==> config.mk <==
export PLATFORM = sky130hd
export DESIGN_NAME = mux_rr_arbiter
export DESIGN_NICKNAME = d
export VERILOG_FILES = /design/src/rtl/mux_rr_arbiter.sv
export SDC_FILE = /design/constraint.sdc
export NUM_CORES = 1
export LEC_CHECK = 0
export ABC_AREA = 1
export CORE_MARGIN = 5
export CORE_UTILIZATION = 39
export DETAILED_ROUTE_END_ITERATION = 8
export GPL_ROUTABILITY_DRIVEN = 0
export PLACE_DENSITY_LB_ADDON = 0.2
export RECOVER_POWER = 50
export SLEW_MARGIN = 20
export SYNTH_ARGS = -nofsm -noshare
export SYNTH_HDL_FRONTEND = slang
export SYNTH_SLANG_ARGS = --single-unit
==> constraint.sdc <==
create_clock -name clk -period 3.14 [get_ports clk]
set_input_delay 0.785 -clock clk [delete_from_list [all_inputs] [get_ports clk]]
set_output_delay 0.785 -clock clk [all_outputs]
set_load 0.01 [all_outputs]
==> src/rtl/mux_rr_arbiter.sv <==
// Round-robin arbiter for two valid/ready sources feeding a 2:1 mux.
// Bursts framed by *_last are kept whole; the winning beat is registered to y.
module mux_rr_arbiter #(
  parameter int WIDTH     = 1,
  parameter int MAX_BEATS = 16
) (
  input  logic             clk,
  input  logic             rst,
  input  logic             a_valid,
  output logic             a_ready,
  input  logic [WIDTH-1:0] a_data,
  input  logic             a_last,
  input  logic             b_valid,
  output logic             b_ready,
  input  logic [WIDTH-1:0] b_data,
  input  logic             b_last,
  output logic             sel,
  output logic [WIDTH-1:0] y,
  output logic             y_last,
  output logic             y_src,
  output logic             y_valid,
  input  logic             y_ready
);

  localparam int CNT_W = $clog2(MAX_BEATS);
  localparam logic [CNT_W-1:0] CNT_LAST = CNT_W'(MAX_BEATS - 1);

  typedef enum logic [1:0] {IDLE, LOCK_A, LOCK_B} state_t;

  state_t           state_q, state_d;
  logic             last_win_q, last_win_d;
  logic [CNT_W-1:0] cnt_q, cnt_d;
  logic [WIDTH-1:0] y_q, y_d;
  logic             y_last_q, y_last_d;
  logic             y_src_q, y_src_d;
  logic             y_valid_q, y_valid_d;

  logic grant_b, grant_en, can_load, xfer, win_last;

  assign can_load = !y_valid_q || y_ready;

  // Grant selection: free arbitration in IDLE, fixed owner while locked.
  always_comb begin
    grant_b  = !last_win_q;
    grant_en = 1'b0;
    unique case (state_q)
      IDLE: begin
        grant_en = a_valid || b_valid;
        if (a_valid && b_valid) grant_b = !last_win_q;
        else if (a_valid)       grant_b = 1'b0;
        else if (b_valid)       grant_b = 1'b1;
      end
      LOCK_A: begin
        grant_en = 1'b1;
        grant_b  = 1'b0;
      end
      LOCK_B: begin
        grant_en = 1'b1;
        grant_b  = 1'b1;
      end
      default: begin
        grant_en = 1'b0;
        grant_b  = !last_win_q;
      end
    endcase
  end

  assign sel      = grant_b;
  assign a_ready  = can_load && grant_en && !grant_b;
  assign b_ready  = can_load && grant_en && grant_b;
  assign xfer     = grant_b ? (b_valid && b_ready) : (a_valid && a_ready);
  assign win_last = grant_b ? b_last : a_last;

  always_comb begin
    state_d    = state_q;
    last_win_d = last_win_q;
    cnt_d      = cnt_q;
    if (xfer) begin
      if (state_q == IDLE) begin
        if (win_last) begin
          last_win_d = grant_b;
        end else begin
          state_d = grant_b ? LOCK_B : LOCK_A;
          cnt_d   = CNT_W'(1);
        end
      end else if (win_last || cnt_q == CNT_LAST) begin
        // Forced release at MAX_BEATS keeps one source from starving the other.
        state_d    = IDLE;
        last_win_d = grant_b;
        cnt_d      = '0;
      end else begin
        cnt_d = cnt_q + CNT_W'(1);
      end
    end
  end

  always_comb begin
    y_d       = y_q;
    y_last_d  = y_last_q;
    y_src_d   = y_src_q;
    y_valid_d = y_valid_q;
    if (xfer) begin
      y_d       = grant_b ? b_data : a_data;
      y_last_d  = win_last;
      y_src_d   = grant_b;
      y_valid_d = 1'b1;
    end else if (y_ready) begin
      y_valid_d = 1'b0;
    end
  end

  always_ff @(posedge clk or posedge rst) begin
    if (rst) begin
      state_q    <= IDLE;
      last_win_q <= 1'b1;
      cnt_q      <= '0;
      y_q        <= '0;
      y_last_q   <= 1'b0;
      y_src_q    <= 1'b0;
      y_valid_q  <= 1'b0;
    end else begin
      state_q    <= state_d;
      last_win_q <= last_win_d;
      cnt_q      <= cnt_d;
      y_q        <= y_d;
      y_last_q   <= y_last_d;
      y_src_q    <= y_src_d;
      y_valid_q  <= y_valid_d;
    end
  end

  assign y       = y_q;
  assign y_last  = y_last_q;
  assign y_src   = y_src_q;
  assign y_valid = y_valid_q;

endmodule

==> summary.txt, run 1 <==
Outcome
  • Status: finished clean

Die
  • Top-level I/O count: 16
  • Core Area: 1780 um2
  • Initial core utilization: 42.2%
  • Row count: 15
  • Overall die width: 53.9 um
  • Vert. Die Dim: 53.9 um
  • Area of the die: 2910 um2

Final layout
  • Sequential standard cell area: 277 um2
  • Layout cell share with drive strength beyond 1: 20.0%
  • Area of combinational cells with multiple inputs: 402 um2
  • Final non-filler cell area: 988 um2
  • Final non-filler cell total: 140
  • Most common library cell in the layout ignoring fill and taps: sky130_fd_sc_hd__nand2_1
  • Diodes inserted: 0
  • Synthesis-to-layout area growth: 31.2%
  • Most frequent cells in the layout: 21 x sky130_fd_sc_hd__nand2_1, 14 x sky130_fd_sc_hd__inv_1, 10 x sky130_fd_sc_hd__dfrtp_1, 10 x sky130_fd_sc_hd__clkdlybuf4s50_1, 8 x sky130_fd_sc_hd__nand3_1
  • Nets: 129
  • Core occupancy in the finished layout: 55.4%
  • Filler cell count: 166

Pwr
  • Leakage Power: 0.535 nW
  • Power density over the cells: 951 nW/um2
  • IR Drop Worst-Case VDD: 0.000648 V

Timing
  • Total negative setup slack: 0 ns
  • Final number of setup-violating endpoints: 0
  • Largest clock skew in the final design: 0.000390 ns
  • Max-Slew Margin vs Limit: 71.9%
  • Crit path time final: 2.98 ns
  • Unrepaired setup endpoints after global routing: false
  • Highest clock rate: 0.335 GHz
  • Worst-margin pin slew: 0.421 ns
  • Period Utilization, post-route: 95.0%
  • Hold_ws: 0.481 ns
  • Number of max-slew violations in the final report: 0
  • Final number of hold-violating endpoints: 0

Setup path
  • Category of the worst setup path capture point: output port
  • Critical path class: input port to output port
  • Count of cells along the worst register-to-register path: 12
  • Largest fanout of any net on the critical path: 4
  • Data required time at the worst endpoint: 2.35 ns
  • CP Launch Type: input port
  • Data arrival time of the critical path: 2.20 ns

Route
  • First-pass iteration count of the detailed router: 4
  • Number of DRC violations after detailed-routing iteration 0: 10
  • Post-detailed-route DRC marker count: 0
  • Number of vias after detailed routing: 637
  • Routed wire length: 1.53 mm
  • ANT nets after route: 0
  • Per-cell routed wire length: 10.9 um
  • Avg Vias per Cell: 4.55

Clock tree
  • Hold_buf cts: 0
  • Number of CTS-inserted buffers: 3
  • Resized cells post-CTS: 0
  • CTS tree: built
  • Num Clock Sinks: 11
  • Level count of the clock H-tree: 1
  • Cell at the root of the clock tree: sky130_fd_sc_hd__clkbuf_4
  • Max Root-Sink Buffers: 2
  • Post-CTS Setup Repair Bufs: 0
  • Post-CTS clock slew at the launch and capture registers of the worst setup and hold paths: 0.07 ns
  • Clock latency at the later pin of the worst-skew pair: 0.27 ns

Logic synthesis
  • Count of cell types in the netlist: 22
  • Complex-gate fraction of the synthesized area: 8.97%
  • Multiplexer share of the synthesized area: 0%
  • Simple-gate portion of the synthesized area: 35.7%
  • Dominant combinational cell family by area after synthesis: simple AND/OR/NAND/NOR gates
  • Synthesized-area fraction occupied by xor and xnor cells: 2.33%
  • Cell Area, Synth: 753 um2
  • Post-synthesis sequential area ratio: 36.7%
  • Net count after synthesis: 106
  • Adder and majority cell fraction of the synthesized area: 6.64%
  • Avg Cell Area, Syn: 8.10 um2
  • Synthesized instance count: 93
  • Seq cells post-synth: 11
  • Synthesis warning total: 0

Global routing
  • Pin count of the biggest net entering global routing: 12
  • Number of antenna violations at the first check in global routing: 0
  • GRT Residual Overflow: 0
  • Global-route wire length before repair: 2.82 mm
  • Number of global-route vias before repair: 652
  • GRT Resource Usage Total: 14.1%

Worst hold path
  • Min-Delay Path Depth: 2
  • Min-Delay Path Class: register to register

Placement
  • DP Wirelength: 1.20 mm
  • PortBufs: 15
  • Instance area after placement: 957 um2
  • Placed instance count: 136

Flow run
  • Max-cap violations: 0
[worst paths after layout]
check,start,end,slack [ns]
hold reg to reg,last_win_q,last_win_q,0.48
setup reg to reg,state_q[0],cnt_q[3],1.18
setup / recovery,a_valid,sel,0.16
max in group asynchronous,rst,last_win_q,1.88
hold / removal,last_win_q,last_win_q,0.48
min in group asynchronous,rst,y_last,0.94
[final cells by class]
type	count	area share, %
clock buffers	4	2.66
repair buffers	19	19.0
inverters	16	6.58
well taps	25	3.16
flip-flops and latches	11	28.0
multi-input cells	65	40.6
[power by group]
group / switching, W / internal (W) / total (W)
clock network: 0.0000474 / 0.0000493 / 0.0000967
logic: 0.000343 / 0.000261 / 0.000604
registers: 0.0000372 / 0.000202 / 0.000239
[layer usage]
metal	wire, um	track usage (%)	up-vias
met3	58	5.26	4
met5	0	0	-
met4	36	7.66	0
met2	679	20.0	11
met1	752	18.3	277
li1	-	-	345
[Yosys cell counts (all sizes together)]
cell    number  area share, %
nand3b       1            1.0
dfrtp       10             33
nand4        5            4.2
dfstp        1            3.5
o21a         1            1.0
nor2         5            2.5
xor2         2            2.3
nand3       11             10
buf          1            1.0
ha           4            6.6
inv         15            7.5
clkinv       1            1.2
nand2       27             18
a21oi        2            1.8
o21ai        7            6.1
[worst max-delay path, cell delays in order]
cell	delay [ns]
sky130_fd_sc_hd__clkdlybuf4s50_1	0.45
sky130_fd_sc_hd__inv_1	0.10
sky130_fd_sc_hd__nand2_1	0.06
sky130_fd_sc_hd__nand3_2	0.06
sky130_fd_sc_hd__nand2_1	0.09
sky130_fd_sc_hd__nand2_4	0.11
sky130_fd_sc_hd__clkdlybuf4s50_1	0.54
[flip-flops by register name, summed over array words and instances (netlist names)]
name        count
state_q         2
y               1
y_last          1
cnt_q           4
y_src           1
last_win_q      1
y_valid         1
[cells by family (layout without fill, tap and decap cells)]
| logic type | Yosys count | after routing |
|---|---|---|
| AOI/OAI and AO/OA | 10 | 10 |
| buffers and inverters | 17 | 39 |
| xor gates and xnor gates | 2 | 2 |
| and+or+nand+nor | 49 | 49 |
| adders and majority gates | 4 | 4 |
| DFF | 11 | 11 |
[through the flow]
step           worst slack [ns]  total power [W]
2_1_floorplan             0.969         0.000639
3_3_place_gp             0.0522         0.000858
3_5_place_dp             0.0317         0.000863
4_1_cts                  0.0308         0.000967
5_1_grt                  0.0635          0.00104
6_report                  0.157         0.000940
Note: power is estimated with default switching activity, not from simulation.
==> run 2, diff against run 1 <==
--- a/config.mk
+++ b/config.mk
@@ -10,8 +10,10 @@
 export CORE_UTILIZATION = 39
 export DETAILED_ROUTE_END_ITERATION = 8
 export GPL_ROUTABILITY_DRIVEN = 0
+export MAX_ROUTING_LAYER = met4
 export PLACE_DENSITY_LB_ADDON = 0.2
 export RECOVER_POWER = 50
+export SKIP_CTS_REPAIR_TIMING = 1
 export SLEW_MARGIN = 20
 export SYNTH_ARGS = -nofsm -noshare
 export SYNTH_HDL_FRONTEND = slang
==> summary.txt, run 2 (synthesis gave the netlist of run 1 again) <==
Pwr
  • Proportion of total power due to net switching: 45.5% (about the same)
  • Internal cell power: 0.000512 W (about the same)
  • IR Drop Worst-Case VDD: 0.000660 V (+1.8%)
  • Net switching component of the power: 0.000428 W (about the same)
  • Combinational group share of total power: 64.2% (about the same)
  • Leakage Power: 0.533 nW (-0.33%)
  • Sequential cell fraction of total power: 25.5% (about the same)
  • Power density over the cells: 951 nW/um2 (about the same)
  • Clock network power share: 10.3% (about the same)

Timing
  • Worst-margin pin slew: 0.419 ns (-0.00226 ns)
  • Final number of setup-violating endpoints: 0 (unchanged)
  • Number of max-slew violations in the final report: 0 (unchanged)
  • Highest clock rate: 0.335 GHz (unchanged)
  • Largest clock skew in the final design: 0.000512 ns (+0.000123 ns)
  • Final number of hold-violating endpoints: 0 (unchanged)
  • Crit path time final: 2.98 ns (unchanged)
  • Unrepaired setup endpoints after global routing: false
  • Max-Slew Margin vs Limit: 72.0% (+0.15 points)
  • Smallest setup slack after layout: 0.157 ns (unchanged)
  • Total negative setup slack: 0 ns (unchanged)
  • Period Utilization, post-route: 95.0% (unchanged)

Route
  • Post-detailed-route DRC marker count: 0 (unchanged)
  • Avg Vias per Cell: 4.55 (unchanged)
  • Number of vias after detailed routing: 637 (unchanged)
  • Per-cell routed wire length: 10.9 um (unchanged)
  • First-pass iteration count of the detailed router: 4 (unchanged)
  • ANT nets after route: 0 (unchanged)
  • Routed wire length: 1.53 mm (unchanged)
  • Number of DRC violations after detailed-routing iteration 0: 10 (unchanged)

Final layout
  • Leading registers by flop count: cnt_q x4, state_q x2
  • Area of combinational cells with multiple inputs: 402 um2 (unchanged)
  • Flip-flop count of the largest register, all copies and words added: 4 (unchanged)
  • Layout cell share with drive strength beyond 1: 20.0% (unchanged)
  • Register with the highest flop count: cnt_q
  • Filler cell count: 166 (unchanged)
  • Most frequent cells in the layout: 21 x sky130_fd_sc_hd__nand2_1, 14 x sky130_fd_sc_hd__inv_1, 10 x sky130_fd_sc_hd__dfrtp_1, 10 x sky130_fd_sc_hd__clkdlybuf4s50_1, 8 x sky130_fd_sc_hd__nand3_1
  • Most common library cell in the layout ignoring fill and taps: sky130_fd_sc_hd__nand2_1
  • Sequential standard cell area: 277 um2 (unchanged)
  • Nets: 129 (unchanged)
  • Diodes inserted: 0 (unchanged)
  • Synthesis-to-layout area growth: 31.2% (unchanged)

Setup path
  • Delay of the slowest cell on the worst path: 0.54 ns (about the same)
  • Data required time at the worst endpoint: 2.35 ns (about the same)
  • Data arrival time of the critical path: 2.20 ns (about the same)
  • Library cell contributing the largest single delay on the critical path: sky130_fd_sc_hd__clkdlybuf4s50_1
  • CP Launch Type: input port
  • Category of the worst setup path capture point: output port
  • Largest fanout of any net on the critical path: 4 (unchanged)
  • Cell-by-cell trace of the critical path: clkdlybuf4s50_1, inv_1, nand2_1, nand3_2, nand2_1, nand2_4, clkdlybuf4s50_1
  • Critical path class: input port to output port

Die
  • Top-level I/O count: 16 (unchanged)
  • Row count: 15 (unchanged)
  • Initial core utilization: 42.2% (unchanged)
  • Area of the die: 2910 um2 (unchanged)
  • Core Area: 1780 um2 (unchanged)
  • Overall die width: 53.9 um (unchanged)
  • Vert. Die Dim: 53.9 um (unchanged)

Clock tree
  • Level count of the clock H-tree: 1 (unchanged)
  • Clock latency at the later pin of the worst-skew pair: 0.27 ns (about the same)
  • CTS tree: built
  • Cell at the root of the clock tree: sky130_fd_sc_hd__clkbuf_4
  • Num Clock Sinks: 11 (unchanged)
  • Post-CTS clock slew at the launch and capture registers of the worst setup and hold paths: 0.07 ns (about the same)
  • Max Root-Sink Buffers: 2 (unchanged)
  • Number of CTS-inserted buffers: 3 (unchanged)

Worst hold path
  • Min-Delay Path Class: register to register

Global routing
  • Number of antenna violations at the first check in global routing: 0 (unchanged)
  • GRT Resource Usage Total: 14.5% (+0.40 points)
  • Number of global-route vias before repair: 653 (+0.15%)
  • Pin count of the biggest net entering global routing: 12 (unchanged)
  • GRT Residual Overflow: 0 (unchanged)
  • Global-route wire length before repair: 2.82 mm (unchanged)

Outcome
  • Status: finished clean

Placement
  • DP Wirelength: 1.20 mm (unchanged)
  • Worst slack after detailed placement: 0.0317 ns (unchanged)
  • PortBufs: 15 (unchanged)

Flow run
  • Max-cap violations: 0 (unchanged)
==> run 2: cell counts in the layout (fill, tap and decap cells not counted) <==
Identical to the previous run, type by type.
==> run 2: cell type report <==
class / count / area share [%]
well taps: 25 / 3.16
multi-input cells: 65 / 40.6
clock buffers: 4 / 2.66
flip-flops and latches: 11 / 28.0
inverters: 16 / 6.58
repair buffers: 19 / 19.0
==> run 2: worst max-delay path: cells and delay by family <==
kind	cells	cell delay, ns
buf+inv	3	1.09
simple gates	4	0.32
==> run 2: power by group through the flow <==
stage	combinational, W	clock [W]	sequential, W
after floorplan	0.000393	0	0.000247
after global placement	0.000618	0	0.000240
after detailed placement	0.000621	0	0.000241
after CTS	0.000625	0.000102	0.000240
after global routing	0.000682	0.000111	0.000249
final	0.000604	0.0000968	0.000239
==> run 2: worst paths after layout <==
| kind | startpoint | endpoint | slack (ns) | cells past startpoint |
|---|---|---|---|---|
| worst max-delay path | a_valid | sel | 0.16 | 7 |
| worst min-delay path | last_win_q | last_win_q | 0.48 | 2 |
| worst max register to register | state_q[0] | cnt_q[3] | 1.18 | 12 |
| worst min register to register | last_win_q | last_win_q | 0.48 | 2 |
| max in group asynchronous | rst | last_win_q | 1.88 | 2 |
| min in group asynchronous | rst | y_last | 0.94 | 2 |
==> run 2: routing by layer <==
metal	global-route usage [%]	wire length [um]	vias to the layer above
met5	-	0	-
met4	7.66	35	0
met3	4.99	54	4
met2	20.0	676	11
met1	18.5	759	277
li1	-	-	345
==> run 2: metrics by stage <==
stage	area (um2)	power, W	cells	hold slack, ns	utilization [%]
6_report	988	0.000940	140	0.481	55.4
5_1_grt	988	0.00104	140	0.509	55.4
4_1_cts	983	0.000967	140	0.482	55.2
3_5_place_dp	957	0.000863	136	0.462	53.7
3_3_place_gp	957	0.000858	136	0.458	53.7
2_1_floorplan	753	0.000639	93	0.450	-
==> run 3, diff against run 2 <==
--- a/config.mk
+++ b/config.mk
@@ -14,7 +14,6 @@
 export PLACE_DENSITY_LB_ADDON = 0.2
 export RECOVER_POWER = 50
 export SKIP_CTS_REPAIR_TIMING = 1
-export SLEW_MARGIN = 20
 export SYNTH_ARGS = -nofsm -noshare
 export SYNTH_HDL_FRONTEND = slang
 export SYNTH_SLANG_ARGS = --single-unit
==> results of run 3 <==
Same layout as run 2: the final DEF is identical, and so are final timing and power.
